--- src/rtl/alu_pipe.sv ---
// alu_pipe: registered ALU with a valid/ready request and result handshake.
// Single-cycle ops land in HOLD one cycle after acceptance. The iterative
// shift-add multiplier (op 13) is present only when ALU_PIPE_MUL_EN is
// defined; otherwise op 13 reports illegal_op like op 15.
//
// state | meaning
// IDLE  | no result held, ready for a request
// MUL   | shift-add multiply in progress, one multiplier bit per cycle
// HOLD  | result presented on y/flags with out_valid, waiting for out_ready
module alu_pipe #(
  parameter int WIDTH = 32
) (
  input  logic             clk,
  input  logic             rst,
  input  logic [WIDTH-1:0] a,
  input  logic [WIDTH-1:0] b,
  input  logic [3:0]       op,
  input  logic             in_valid,
  output logic             in_ready,
  output logic [WIDTH-1:0] y,
  output logic             carry_flag,
  output logic             neg_flag,
  output logic             zero_flag,
  output logic             overflow_flag,
  output logic             illegal_op,
  output logic             out_valid,
  input  logic             out_ready
);

  localparam int SW = $clog2(WIDTH);
  localparam logic [WIDTH-1:0] WIDTH_V = WIDTH'(WIDTH);

  typedef enum logic [1:0] {
    IDLE = 2'd0,
    HOLD = 2'd1
`ifdef ALU_PIPE_MUL_EN
    , MUL = 2'd2
`endif
  } state_t;

  state_t state, state_nxt, accept_state;
  logic   accept;

  logic [WIDTH:0]     sum_ext;
  logic [WIDTH-1:0]   diff;
  logic [SW-1:0]      rot_amt;
  logic [2*WIDTH-1:0] rol_ext;
  logic [2*WIDTH-1:0] ror_ext;
  logic [WIDTH-1:0]   alu_y;
  logic               alu_c;
  logic               alu_v;
  logic               alu_ill;

  assign in_ready  = !rst && ((state == IDLE) || ((state == HOLD) && out_ready));
  assign accept    = in_valid && in_ready;
  assign out_valid = (state == HOLD);

  assign sum_ext = {1'b0, a} + {1'b0, b};
  assign diff    = a - b;
  assign rot_amt = b[SW-1:0];
  assign rol_ext = {a, a} << rot_amt;
  assign ror_ext = {a, a} >> rot_amt;

  // Single-cycle result and flags for the op presented at the input.
  always_comb begin
    alu_y   = '0;
    alu_c   = 1'b0;
    alu_v   = 1'b0;
    alu_ill = 1'b0;
    case (op)
      4'd0:  alu_y = a | b;
      4'd1:  alu_y = a & b;
      4'd2:  alu_y = ~(a & b);
      4'd3:  alu_y = ~(a | b);
      4'd4:  alu_y = ~a;
      4'd5:  alu_y = a ^ b;
      4'd6: begin
        alu_y = sum_ext[WIDTH-1:0];
        alu_c = sum_ext[WIDTH];
        alu_v = (a[WIDTH-1] == b[WIDTH-1]) && (sum_ext[WIDTH-1] != a[WIDTH-1]);
      end
      4'd7: begin
        alu_y = diff;
        alu_c = (a >= b);
        alu_v = (a[WIDTH-1] != b[WIDTH-1]) && (diff[WIDTH-1] != a[WIDTH-1]);
      end
      4'd8:  alu_y = (b >= WIDTH_V) ? '0 : (a << b);
      4'd9:  alu_y = (b >= WIDTH_V) ? '0 : (a >> b);
      4'd10: alu_y = {{(WIDTH-1){1'b0}}, (a < b)};
      4'd11: alu_y = rol_ext[2*WIDTH-1:WIDTH];
      4'd12: alu_y = ror_ext[WIDTH-1:0];
      4'd13: begin
`ifndef ALU_PIPE_MUL_EN
        alu_ill = 1'b1;
`endif
      end
      4'd14: alu_y = {{(WIDTH-1){1'b0}}, ($signed(a) < $signed(b))};
      default: alu_ill = 1'b1;
    endcase
  end

`ifdef ALU_PIPE_MUL_EN
  logic [SW-1:0]      mul_cnt;
  logic [2*WIDTH-1:0] mcand;
  logic [WIDTH-1:0]   mplier;
  logic [2*WIDTH-1:0] acc;
  logic [2*WIDTH-1:0] acc_nxt;
  logic               mul_start;
  logic               mul_done;

  assign mul_start = accept && (op == 4'd13);
  assign mul_done  = (state == MUL) && (mul_cnt == '0);
  assign acc_nxt   = acc + (mplier[0] ? mcand : '0);

  // Shift-add datapath; down-counter marks the last multiplier bit.
  always_ff @(posedge clk) begin
    if (rst) begin
      mul_cnt <= '0;
      mcand   <= '0;
      mplier  <= '0;
      acc     <= '0;
    end else if (mul_start) begin
      mul_cnt <= SW'(WIDTH - 1);
      mcand   <= {{WIDTH{1'b0}}, a};
      mplier  <= b;
      acc     <= '0;
    end else if (state == MUL) begin
      acc    <= acc_nxt;
      mcand  <= mcand << 1;
      mplier <= mplier >> 1;
      if (mul_cnt != '0) begin
        mul_cnt <= mul_cnt - 1'b1;
      end
    end
  end

  assign accept_state = (op == 4'd13) ? MUL : HOLD;
`else
  assign accept_state = HOLD;
`endif

  // Next-state selection; a transfer with a new request skips IDLE.
  always_comb begin
    state_nxt = state;
    case (state)
      IDLE: if (accept) state_nxt = accept_state;
      HOLD: if (out_ready) state_nxt = accept ? accept_state : IDLE;
`ifdef ALU_PIPE_MUL_EN
      MUL:  if (mul_cnt == '0) state_nxt = HOLD;
`endif
      default: state_nxt = IDLE;
    endcase
  end

  // State register.
  always_ff @(posedge clk) begin
    if (rst) state <= IDLE;
    else     state <= state_nxt;
  end

  // Result register: loaded on a single-cycle accept or multiply completion.
  always_ff @(posedge clk) begin
    if (rst) begin
      y             <= '0;
      carry_flag    <= 1'b0;
      neg_flag      <= 1'b0;
      zero_flag     <= 1'b0;
      overflow_flag <= 1'b0;
      illegal_op    <= 1'b0;
    end else if (accept && (accept_state == HOLD)) begin
      y             <= alu_y;
      carry_flag    <= alu_c;
      neg_flag      <= alu_y[WIDTH-1];
      zero_flag     <= (alu_y == '0);
      overflow_flag <= alu_v;
      illegal_op    <= alu_ill;
    end
`ifdef ALU_PIPE_MUL_EN
    else if (mul_done) begin
      y             <= acc_nxt[WIDTH-1:0];
      carry_flag    <= (acc_nxt[2*WIDTH-1:WIDTH] != '0);
      neg_flag      <= acc_nxt[WIDTH-1];
      zero_flag     <= (acc_nxt[WIDTH-1:0] == '0);
      overflow_flag <= 1'b0;
      illegal_op    <= 1'b0;
    end
`endif
  end

endmodule

--- config.mk ---
export PLATFORM = sky130hd
export DESIGN_NAME = alu_pipe
export DESIGN_NICKNAME = d
export VERILOG_FILES = /design/src/rtl/alu_pipe.sv
export SDC_FILE = /design/constraint.sdc
export NUM_CORES = 1
export LEC_CHECK = 0
export CORE_UTILIZATION = 40
export DETAILED_ROUTE_END_ITERATION = 8
export PLACE_DENSITY = 0.67
export SETUP_SLACK_MARGIN = 0.02
export SYNTH_ARGS = -nofsm -noshare
export SYNTH_HDL_FRONTEND = slang
export SYNTH_SLANG_ARGS = --single-unit
--- constraint.sdc ---
create_clock -name clk -period 8.47 [get_ports clk]
set_input_delay 1.694 -clock clk [delete_from_list [all_inputs] [get_ports clk]]
set_output_delay 1.694 -clock clk [all_outputs]
set_load 0.03 [all_outputs]
==> results.ini, run 1 <==
[run_status]
status=completed

[global_routing]
antenna_found_initial=5
globalRouteOverflowTotal=0
grt_max_degree=64
first_global_vias=16600
grt_first_pass_wirelength_microns=123000
grtUsageTotal_pct=43.84

[floorplanning]
initial_utilization_pct=40.90
core_area_sq_um=36870
num_rows=70
die_x_microns=196.2
die_height_microns=196.2
ioPinCount=111
die-area_sq_um=38480

[pwr]
power_frac_clock_pct=13.2
vdd_ir_drop_max_mv=0.06928
p_switching_mw=0.8753
combPwrFrac_pct=74.5
p_int_mw=0.7563
p_leak_nw=6.364
switching_share_pct=53.65
seq_power_share_pct=12.3
powerDensity_nw_per_um2=98.14

[logic_synthesis]
syn_avg_cell_area_sq_um=7.547
synth-edff-count=0
synth_xor_xnor_area_share_pct=0.5808
synth_nets=2169
async_reset_ff_share_pct=0
synth_simple_gate_area_share_pct=19.57
netlist_area_sq_um=15080
synth_commonest_cells=nand2_1, nor2_1, a21oi_1
synth.most_common_cell=nand2_1
yosysTopAreaCell=mux4_2
synth_top_area_share_pct=14.49
synth_compound_area_share_pct=31.93
synth_top_family_by_area=compound AO/OA/AOI/OAI gates
synthMuxAreaShare_pct=25.69
yosysSeqAreaShare_pct=4.912
synth_area_leaders=mux4_2, ha_1, mux2i_1
ys.flop_type=dfxtp_1
yosys_register_bits=37
yosysWarnings=0
yosysUniqueCellTypes=99
syn-instance-count=1998
synthAdderAreaFrac_pct=8.314

[clock_tree]
h-tree-depth=2
clk_latency_ns=0.28
clkTransAtPathRegs_ns=0.05
clockBufferDepth=2
postCtsHoldBufs=0
cts_buffers=5
clock-sinks=37
cts_root_buf=clkbuf_16
postCtsResizedCells=0
cts_setup_buffers=0
cts_tree=done

[timing]
hold_viol=0
fmax_mhz=144.4
tightest_slew_ns=1.463
timing.hold.ws_ns=0.4757
setup_viol=0
rsz0062_at_grt=no
finalMaxSlewViolations=0
period_share_pct=81.75
setup_tns_ns=0
fin_skew_ns=0.002967
relSlewSlack_pct=2.444
setup_ws_ns=1.546
period_minus_slack_ns=6.924

[detailed_routing]
via_per_inst=7.408
wire_per_inst_microns=34.65
drcViolationCount=0
drtIter0Drc=3191
dr.pass1.iters=6
antenna_left=0
via_count=18500
routed_wl_microns=86510

[critical_path]
cp.required_ns=8.67
critPathArrivalTime_ns=7.12
worstPathMaxFanout=19
path_class=input port to flop
start_kind=input port
critical_path.endpoint_type=flop

[finish]
drive_gt1_share_pct=14.49
area_growth_pct=10.25
nNetsFinal=2158

[placed_design]
dp_slack_ns=1.536
io_buffers=110
gp_routability_congestion=1.068
dp.final_hpwl_microns=66460

[job]
cap_violations=0

[worst_hold_path]
holdCritPathClass=flop to flop

-- power by group through the flow --
stage	clock network, mW	registers (mW)	logic, mW
floorplan	0	0.235	0.679
global placement	0	0.204	1.15
detailed placement	0	0.204	1.15
CTS	0.218	0.200	1.16
global route	0.225	0.202	1.25
finish	0.215	0.200	1.22
-- state kept, by name (all words and copies together), names as in the netlist --
signal and flops:
carry_flag 1, illegal_op 1, overflow_flag 1, state 1
y 32, zero_flag 1
-- critical path: stages --
cell and delay [ns]:
clkdlybuf4s50_1 0.86, ha_1 0.52, nor2b_1 0.16, o31ai_1 0.44
o311ai_1 0.34, a2111oi_0 1.19, nor2_1 0.26, a31oi_1 0.29
a311oi_1 0.12, a211oi_1 0.55, and4_1 0.30, nand4_1 0.12
o31ai_2 0.27
-- cell usage in the layout (no fill, tap or decap), types with 16 or more instances in the layout --
master             n
o22ai_1           34
nand3b_1          29
mux2i_1          105
a31oi_1           18
o221ai_1          28
mux4_2            97
mux2_2            49
o211ai_1          31
ha_1              97
buf_4             83
a211oi_1          42
o21ai_0          132
a21oi_1          133
a221oi_1          25
inv_1             99
nor4_1            16
a221o_1           19
nor2_1           156
clkdlybuf4s50_1  102
nor2b_1           19
nand2b_1          30
dfxtp_1           37
nand3_1           38
nand2_1          176
nor3_1            42
-- per-layer routing --
layer | vias up | share of wire [%] | global-route usage, %
met5 | - | 0.032 | 0
met4 | 4 | 6.5 | 22.92
met3 | 302 | 14 | 13.10
met2 | 1599 | 40 | 63.08
met1 | 8900 | 39 | 58.63
li1 | 7692 | - | -
-- final cells by class --
| class | instances | area, sq um |
|---|---|---|
| well taps | 504 | 630.6 |
| flip-flops and latches | 37 | 740.7 |
| clock buffers | 7 | 142.6 |
| fillers | 3701 | 20250 |
| inverters | 103 | 386.6 |
| clock inverters | 1 | 30.03 |
| diodes | 5 | 12.51 |
| multi-input cells | 1649 | 13000 |
| repair buffers | 191 | 1680 |
-- worst paths after layout --
check	end	cells after the start	from	slack, ns
max	zero_flag	13	a[3]	1.55
min	y[0]	2	y[0]	0.48
max reg2reg	zero_flag	12	state[0]	5.17
min reg2reg	y[0]	2	y[0]	0.48
-- through the flow --
step	instance area, sq um	cells	total power, mW	util, %
after floorplan	15080	1998	0.9143	-
after global placement	16440	2484	1.357	44.58
after detailed placement	16440	2484	1.357	44.58
after CTS	16610	2492	1.576	45.05
after global routing	16620	2494	1.678	45.07
final	16620	2497	1.632	45.09
-- kinds of logic after synthesis --
family	count (synthesis)
adder cells (fa/ha/maj)	99
AND/OR/NAND/NOR	601
XOR/XNOR	10
buffers and inverters	312
multiplexers	256
AO/OA/AOI/OAI	683
flip-flops	37
(Power assumes the default switching activity.)
==> run 2, diff against run 1 <==
--- a/config.mk
+++ b/config.mk
@@ -7,7 +7,7 @@
 export LEC_CHECK = 0
 export CORE_UTILIZATION = 40
 export DETAILED_ROUTE_END_ITERATION = 8
-export PLACE_DENSITY = 0.67
+export PLACE_DENSITY = 0.69
 export SETUP_SLACK_MARGIN = 0.02
 export SYNTH_ARGS = -nofsm -noshare
 export SYNTH_HDL_FRONTEND = slang
==> constraint.sdc (replaced) <==
create_clock -name clk -period 5.55 [get_ports clk]
set_input_delay 1.11 -clock clk [delete_from_list [all_inputs] [get_ports clk]]
set_output_delay 1.11 -clock clk [all_outputs]
set_load 0.03 [all_outputs]
==> run 2 against run 1 <==
Largest cell class unchanged. First-iteration DRC count fell by 1.6%. Clock power rose by 54%. Critical path depth rose by 1. Core utilization rose by 3.9 points. Design area rose by 8.6%. Non-clock buffer count rose by 171. Count of clock-buffer cells in the layout fell by 1. Register-to-register slack got worse by 2.6 ns. Combinational power rose by 69%. Die area did not move.
==> results.ini, run 2 (same netlist as run 1, synthesis figures left out) <==
[worst_hold_path]
holdCritPathClass=flop to flop

[pwr]
switching_share_pct=52.18
power_frac_clock_pct=12.3
p_int_mw=1.289
seq_power_share_pct=11.4
p_leak_nw=7.236
p_switching_mw=1.406
powerDensity_nw_per_um2=149.3
vdd_ir_drop_max_mv=0.1478
combPwrFrac_pct=76.3

[critical_path]
path_class=input port to flop
worstPathMaxFanout=16
slowest_delay_ns=0.95
critPathArrivalTime_ns=5.37
critical_path_buf_inv_count=3
critical_path.endpoint_type=flop
path_cells=clkdlybuf4s50_1 > buf_4 > mux2i_1 > mux4_2 > a221oi_1 > buf_4 > o21ai_0 > a221oi_1 > nor3_1 > nand2_1 > nor4_1 > and4_1 > nand4_1 > o31ai_2
slowest_stage=a221oi_1
start_kind=input port
cp.required_ns=5.72
path_delay_family=compound AO/OA/AOI/OAI gates

[detailed_routing]
wl_met1_microns=35370
via_count=19380
wl_met3_microns=14030
wl_met2_microns=37800
routed_wl_microns=93040
drtIter0Drc=3139
drcViolationCount=0
antenna_left=0
wire_per_inst_microns=34.90
highest_layer=met5
via_per_inst=7.271
dr.pass1.iters=6

[floorplanning]
die-area_sq_um=38480
core_area_sq_um=36870
ioPinCount=111
initial_utilization_pct=40.90
die_height_microns=196.2
num_rows=70
die_x_microns=196.2

[global_routing]
grt_max_degree=93
grt_first_pass_wirelength_microns=131400
grtUsageTotal_pct=47.22
first_global_vias=17680
antenna_found_initial=7
globalRouteOverflowTotal=0

[placed_design]
gp_routability_congestion=1.081
dp.final_hpwl_microns=72960
dpl.cell_count=2655
io_buffers=110

[clock_tree]
postCtsHoldBufs=0
clockBufferDepth=2
h-tree-depth=2
cts_root_buf=clkbuf_16
cts_tree=done
cts_buffers=5
clkTransAtPathRegs_ns=0.06
clock-sinks=37
cts_setup_buffers=0
clk_latency_ns=0.28
postCtsResizedCells=0

[timing]
setup_tns_ns=0
finalMaxSlewViolations=0
period_minus_slack_ns=5.203
hold_viol=0
fmax_mhz=192.2
fin_skew_ns=0.004083
relSlewSlack_pct=24.13
tightest_slew_ns=1.138
rsz0062_at_grt=no
setup_viol=0
period_share_pct=93.75

[job]
cap_violations=0

[finish]
regArea_sq_um=740.7
top_register=y
multi_input_comb_area_sq_um=13010
fin_util_pct=48.95
final_common_cell=buf_4
mostFrequentLayoutCells=buf_4, nand2_1, nor2_1, a21oi_1, o21ai_0
nNetsFinal=2329
fin_cells=2666
drive_gt1_share_pct=21.35
fillCellCount=3667
area_growth_pct=19.71
largest_register_ffs=32

[run_status]
status=completed

-- run 2: cell count changes in the layout (fill, tap and decap cells not counted), sizes merged --
cell	previous run	this run
buf	89	260
diode	5	3
clkbuf	7	6
clkinvlp	0	1
-- run 2: final timing paths --
check	startpoint	to	slack [ns]	depth (start not counted)
worst max-delay path	a[20]	zero_flag	0.35	14
worst min-delay path	illegal_op	illegal_op	0.46	2
worst max register to register	state[0]	zero_flag	2.59	12
worst min register to register	illegal_op	illegal_op	0.46	2
-- run 2: area by class of cell --
cell class / instances / area share (%)
clock buffers: 6 / 0.7694
clock inverters: 2 / 0.2079
diodes: 3 / 0.04159
well taps: 504 / 3.493
repair buffers: 362 / 17.18
flip-flops and latches: 37 / 4.103
inverters: 103 / 2.142
multi-input cells: 1649 / 72.06
-- run 2: layer usage --
metal / GRT usage, % / up-vias
met5: 0 / -
met4: 22.71 / 6
met3: 17.45 / 330
met2: 69.33 / 1662
met1: 60.72 / 9362
li1: - / 8024
-- run 2: stage by stage --
step / hold slack (ns) / setup WS, ns / total power, mW / cell area (sq um)
3_3_place_gp: 0.4427 / 0.1888 / 2.260 / 17870
4_1_cts: 0.4533 / 0.4473 / 2.599 / 18040
5_1_grt: 0.4989 / 0.1802 / 2.762 / 18040
2_1_floorplan: 0.5799 / 0.1080 / 1.395 / 15080
6_report: 0.4571 / 0.3468 / 2.695 / 18050
3_5_place_dp: 0.4470 / 0.1786 / 2.261 / 17870
-- run 2: power by group through the flow --
stage                     sequential (mW)  combinational [mW]  clock (mW)
after floorplan                     0.359                1.04           0
after global placement              0.312                1.95           0
after detailed placement            0.313                1.95           0
after CTS                           0.308                1.96       0.334
after global routing                0.310                2.11       0.343
final                               0.308                2.06       0.331
-- run 2: worst register-to-register path, delay by kind of cell (launching register included) --
| kind | cells | cell delay, ns |
|---|---|---|
| buffers and inverters | 1 | 0.21 |
| AOI/OAI and AO/OA | 2 | 0.58 |
| and+or+nand+nor | 9 | 1.77 |
| DFF | 1 | 0.30 |
